[config.mk]
export PLATFORM = sky130hd
export DESIGN_NAME = mem_arbiter
export DESIGN_NICKNAME = d
export VERILOG_FILES = /design/src/rtl/mem_arbiter_pkg.sv /design/src/rtl/mem_arbiter_rr_pick.sv /design/src/rtl/mem_arbiter.sv
export SDC_FILE = /design/constraint.sdc
export NUM_CORES = 1
export LEC_CHECK = 0
export CORE_MARGIN = 5
export CORE_UTILIZATION = 41
export DETAILED_ROUTE_END_ITERATION = 8
export PLACE_DENSITY = 0.92
export SYNTH_ARGS = -nofsm -noshare
export SYNTH_HDL_FRONTEND = slang
export SYNTH_HIERARCHICAL = 1
export SYNTH_SLANG_ARGS = --single-unit
[constraint.sdc]
create_clock -name clk -period 2.2 [get_ports clk]
set_clock_uncertainty 0.1 [all_clocks]
set_input_delay 0.33 -clock clk [delete_from_list [all_inputs] [get_ports clk]]
set_output_delay 0.33 -clock clk [all_outputs]
set_load 0.02 [all_outputs]
[src/rtl/mem_arbiter_pkg.sv]
// Shared definitions for the two-port slow-memory arbiter.
package mem_arbiter_pkg;

   localparam int WORD         = 16;
   localparam int CNT_W        = 5;
   localparam int MEMDELAY_DEF = 4;
   localparam int TIMEOUT_DEF  = 16;

   typedef enum logic [1:0] {
      IDLE  = 2'd0,
      ISSUE = 2'd1,
      WAIT  = 2'd2,
      DONE  = 2'd3
   } state_t;

endpackage

[src/rtl/mem_arbiter_rr_pick.sv]
// Two-way round-robin picker: one-hot grant, favouring the port not served last.
module rr_pick2 (
   input  logic [1:0] req,
   input  logic       last,
   output logic [1:0] grant
);

   // Single requester wins outright; on contention the other port from 'last' wins
   always_comb begin
      grant = 2'b00;
      case (req)
         2'b01:   grant = 2'b01;
         2'b10:   grant = 2'b10;
         2'b11:   grant = last ? 2'b01 : 2'b10;
         default: grant = 2'b00;
      endcase
   end

endmodule

[src/rtl/mem_arbiter.sv]
// Arbitrates an instruction-fetch port (0) and a data port (1) onto one slow
// memory, one transaction at a time, with a read timeout. All outputs registered.
module mem_arbiter
   import mem_arbiter_pkg::*;
#(
   parameter int MEMDELAY = MEMDELAY_DEF,
   parameter int TIMEOUT  = TIMEOUT_DEF
) (
   input  logic            clk,
   input  logic            reset,
   input  logic [1:0]      req,
   input  logic            p0_rnotw,
   input  logic            p1_rnotw,
   input  logic [WORD-1:0] p0_addr,
   input  logic [WORD-1:0] p1_addr,
   input  logic [WORD-1:0] p0_wdata,
   input  logic [WORD-1:0] p1_wdata,
   output logic [1:0]      grant,
   output logic [1:0]      done,
   output logic [WORD-1:0] rdata,
   output logic            err,
   output logic            busy,
   output logic            mem_strobe,
   output logic            mem_rnotw,
   output logic [WORD-1:0] mem_addr,
   output logic [WORD-1:0] mem_wdata,
   input  logic            mem_mfc,
   input  logic [WORD-1:0] mem_rdata
);

   // Last WAIT count before a read is given up; WAIT lasts TIMEOUT cycles at most.
   localparam logic [CNT_W-1:0] CNT_LAST = CNT_W'(TIMEOUT - 1);
   localparam logic [CNT_W-1:0] LAT_MIN  = CNT_W'(MEMDELAY);

   state_t            state, state_d;
   logic [CNT_W-1:0]  cnt, cnt_d;
   logic              port, port_d;
   logic              last, last_d;
   logic [1:0]        pick, port_oh;
   logic [1:0]        grant_d, done_d;
   logic [WORD-1:0]   rdata_d, addr_d, wdata_d;
   logic              err_d, busy_d, strobe_d, rnotw_d;

   rr_pick2 u_pick (
      .req   (req),
      .last  (last),
      .grant (pick)
   );

   assign port_oh = port ? 2'b10 : 2'b01;

   // Next-state and next-output decode; mem_rnotw/mem_addr/mem_wdata double as the request latch
   always_comb begin
      state_d  = state;
      cnt_d    = cnt;
      port_d   = port;
      last_d   = last;
      grant_d  = 2'b00;
      done_d   = 2'b00;
      strobe_d = 1'b0;
      rdata_d  = rdata;
      err_d    = err;
      rnotw_d  = mem_rnotw;
      addr_d   = mem_addr;
      wdata_d  = mem_wdata;
      busy_d   = 1'b0;
      case (state)
         IDLE: begin
            if (pick != 2'b00) begin
               port_d   = pick[1];
               grant_d  = pick;
               strobe_d = 1'b1;
               rnotw_d  = pick[1] ? p1_rnotw : p0_rnotw;
               addr_d   = pick[1] ? p1_addr  : p0_addr;
               wdata_d  = pick[1] ? p1_wdata : p0_wdata;
               state_d  = ISSUE;
            end
         end
         ISSUE: begin
            cnt_d = '0;
            if (mem_rnotw) begin
               state_d = WAIT;
            end else begin
               done_d  = port_oh;
               rdata_d = '0;
               err_d   = 1'b0;
               state_d = DONE;
            end
         end
         WAIT: begin
            if (mem_mfc) begin
               done_d  = port_oh;
               rdata_d = mem_rdata;
               err_d   = 1'b0;
               state_d = DONE;
            end else if (cnt == CNT_LAST) begin
               done_d  = port_oh;
               rdata_d = '0;
               err_d   = 1'b1;
               state_d = DONE;
            end else begin
               cnt_d = cnt + 1'b1;
            end
         end
         DONE: begin
            last_d  = port;
            rdata_d = '0;
            err_d   = 1'b0;
            state_d = IDLE;
         end
         default: state_d = IDLE;
      endcase
      busy_d = (state_d != IDLE);
   end

   // State and registered outputs; reset abandons any transaction in flight
   always_ff @(posedge clk or negedge reset) begin
      if (!reset) begin
         state      <= IDLE;
         cnt        <= '0;
         port       <= 1'b0;
         last       <= 1'b1;
         grant      <= 2'b00;
         done       <= 2'b00;
         rdata      <= '0;
         err        <= 1'b0;
         busy       <= 1'b0;
         mem_strobe <= 1'b0;
         mem_rnotw  <= 1'b0;
         mem_addr   <= '0;
         mem_wdata  <= '0;
      end else begin
         state      <= state_d;
         cnt        <= cnt_d;
         port       <= port_d;
         last       <= last_d;
         grant      <= grant_d;
         done       <= done_d;
         rdata      <= rdata_d;
         err        <= err_d;
         busy       <= busy_d;
         mem_strobe <= strobe_d;
         mem_rnotw  <= rnotw_d;
         mem_addr   <= addr_d;
         mem_wdata  <= wdata_d;
      end
   end

   // A read completion must not arrive sooner than the nominal memory latency
   a_mfc_latency : assert property (@(posedge clk) disable iff (!reset)
      (state == WAIT && mem_mfc) |-> (cnt >= LAT_MIN));

endmodule
==> summary.md <==
| Metric | Value |
|---|---|
| Result of the run | `completed` |
| Clock tree from TritonCTS | `done` |
| Synth unique cells | `37` |
| Num CTS Buffers | `9` |
| Gate Count Post-Synth | `286` |
| Sum of negative setup slack | `0 ps` |
| Drt first pass iters | `4` |
| Worst max-slew margin expressed relative to the limit | `0.687` |
| Area of the die | `0.00928 sq mm` |
| HPWL reported at the end of detailed placement | `6360 um` |
| Overflow after GRT | `0` |
| Highest cell delay on the worst timing path | `420 ps` |
| Share of synthesized area occupied by flip-flops and latches | `0.533` |
| RSZ-0062 raised after global routing | `false` |
| Async set-reset flop share out of synthesis | `1.00` |
| Worst slew pin tran | `470 ps` |
| Buffers added on ports | `142` |
| Min-delay worst type | `reg2reg` |
| Syn. warnings | `6` |
| Worst path required time | `2340 ps` |
| Most common cell after layout, fill and taps aside | `clkdlybuf4s50_1` |
| Gp weighted congestion | `0.833` |
| Syn Area/Cell | `10.7 sq um` |
| Aggregate routed wire length | `8300 um` |
| Arrival time at the worst endpoint | `2210 ps` |
| 1st-iter DRT viols | `91` |
| Routed length per instance | `15.4 um` |
| Number of design rule violations left after detail routing | `0` |
| Startpoint type of the worst setup path | `register` |
| Antenna Nets Post-Route | `0` |
| Count of antenna diodes in the layout | `0` |
| Highest attainable clock frequency | `483 MHz` |
| Static Leak | `2.16 nW` |
| Total routing usage reported by global routing | `0.188` |
| Vias per std cell | `4.91` |
| Post-synthesis instance area | `0.00305 sq mm` |
| Routed via count | `2654` |
| Peak fanout along the critical path | `4` |
| Final setup violation count | `0` |
| Max-cap viol count | `0` |
| Max Root-Sink Buffers | `2` |
| Count of H-tree levels built during CTS | `3` |
| Cell at the root of the clock tree | `clkbuf_8` |
| Starting density of the core | `0.421` |
| Crit path max-delay cell type | `dfrtp_1` |
| Syn-to-layout area delta | `59.5%` |
| Most used cell, CP | `ha_1` |
| Final hold violations | `0` |
| R2R depth | `6` |
| Initial antenna violation count | `0` |
| Flip-flop cell with the highest count after synthesis | `dfrtp_1` |
| EDFF count, synth | `0` |
| Most frequent cells in the layout | `141 x clkdlybuf4s50_1, 64 x dfrtp_1, 43 x o21ai_0, 35 x nand2_1, 34 x mux2i_1` |
| Crit end category | `register` |
| Worst vdd rail ir drop | `657 uV` |
| Wire length of the first global-routing pass | `13300 um` |
| Fraction of layout cells with a size suffix above 1 | `0.111` |
| Largest net degree at the start of global routing | `47` |
| Number of cells traversed by the worst hold path | `2` |
| Number of resized instances in the post-cts repair step | `0` |
| Post-route clock period utilization | `0.942` |
| Via count of the first global-routing pass | `2779` |
| Class of the most critical setup path | `reg2reg` |
| Power per cell area | `1270 mW/mm^2` |
| Register clock-pin slew on the reported worst setup and hold paths | `80 ps` |
| Later-pin clock latency in the skew report | `340 ps` |
| Vertical die dimension | `96.3 um` |
| Std cell rows | `31` |
| Final-stage net count | `531` |
| Hold_ws | `380 ps` |
| DIE WIDTH | `96.3 um` |
| Number of nets produced by synthesis | `381` |
| Synthesized flop and latch total | `65` |
| Area inside the core boundary | `0.00725 sq mm` |
| Sequence of cells on the critical path | `ha_1, and3_1, ha_1, nor2_2, mux2_2, a22o_1` |
| Clock period minus final worst setup slack | `2070 ps` |
| Count of boundary I/O pins | `143` |
| Slew Viols, Final | `0` |
| Clock sink total | `65` |
worst max-delay path, delay by kind of cell, from the launching register on:
kind / cells / cell delay [ps]
AND/OR/NAND/NOR: 2 / 440
multiplexers: 1 / 370
flip-flops: 1 / 420
AO/OA/AOI/OAI: 1 / 180
adder cells (fa/ha/maj): 2 / 460
synth_stat cells (2+ instances only):
master / instances / area share
a21boi_0: 2 / 0.0049
a21oi_1: 2 / 0.0033
a22o_1: 2 / 0.0057
and3_1: 4 / 0.0082
buf_2: 7 / 0.011
buf_4: 6 / 0.015
clkbuf_1: 3 / 0.0037
dfrtp_1: 64 / 0.52
ha_1: 8 / 0.033
inv_1: 24 / 0.029
mux2_2: 2 / 0.0074
mux2i_1: 34 / 0.11
nand2_1: 35 / 0.043
nand4_1: 16 / 0.033
nor2_1: 2 / 0.0025
o21ai_0: 43 / 0.070
o21ai_1: 2 / 0.0033
o21ai_2: 11 / 0.032
final cells by class:
type	count	area, sq um
multi-input cells	179	1250
well taps	99	124
repair buffers	157	1560
fillers	555	2380
flip-flops and latches	65	1630
clock inverters	7	101
inverters	24	90.1
clock buffers	9	124
cell families (layout without fill, tap and decap cells):
| group | count (synthesis) | after routing | synth area share |
|---|---|---|---|
| AO/OA/AOI/OAI | 70 | 70 | 0.146 |
| buffers and inverters | 42 | 197 | 0.0643 |
| adder cells (fa/ha/maj) | 8 | 8 | 0.0328 |
| AND/OR/NAND/NOR | 64 | 64 | 0.102 |
| flip-flops | 65 | 65 | 0.533 |
| multiplexers | 36 | 36 | 0.119 |
| XOR/XNOR | 1 | 1 | 0.00287 |
through the flow:
stage | worst slack, ps | cells | utilization | power [mW] | area (sq um)
global placement | 214 | 519 | 0.635 | 4.88 | 4610
floorplan | 199 | 286 | - | 3.64 | 3050
finish | 127 | 540 | 0.672 | 6.19 | 4870
global route | 18.3 | 540 | 0.672 | 6.64 | 4870
CTS | 116 | 536 | 0.668 | 6.18 | 4840
detailed placement | 152 | 519 | 0.635 | 5.01 | 4610
path summary, 6_finish.rpt:
check	start	endpoint	slack (ps)
worst min-delay path	mem_wdata[9]	mem_wdata[9]	380
min in group asynchronous	reset	cnt[4]	400
worst min register to register	mem_wdata[9]	mem_wdata[9]	380
worst max register to register	cnt[0]	cnt[1]	130
max in group asynchronous	reset	cnt[2]	980
worst max-delay path	cnt[0]	cnt[1]	130
registers in the layout, summed over array words and instances, names as in the netlist:
register	cells
state	2
busy	1
mem_addr	16
rdata	16
last	1
mem_strobe	1
cnt	5
mem_wdata	16
done	2
grant	2
mem_rnotw	1
port	1
err	1
power breakdown:
| part | leakage (nW) | internal, mW | total [mW] | switching, mW |
|---|---|---|---|---|
| sequential | 0.834 | 1.69 | 1.98 | 0.291 |
| clock | 0.106 | 0.647 | 1.14 | 0.491 |
| combinational | 1.22 | 1.42 | 3.07 | 1.65 |
layer usage:
layer | share of wire | up-vias | GRT usage
met2 | 0.50 | 112 | 0.314
met5 | 0 | - | 0
met3 | 0.089 | 15 | 0.0672
met1 | 0.39 | 1243 | 0.218
met4 | 0.021 | 0 | 0.0818
li1 | - | 1284 | -
timing repair:
action / 4_1_cts / 5_1_grt
setup endpoints to repair: 0 / 1
hold endpoints to repair: 17 / 0
setup buffers: 0 / 4
hold buffers: 1 / 0
Note: power is estimated with default switching activity, not from simulation.
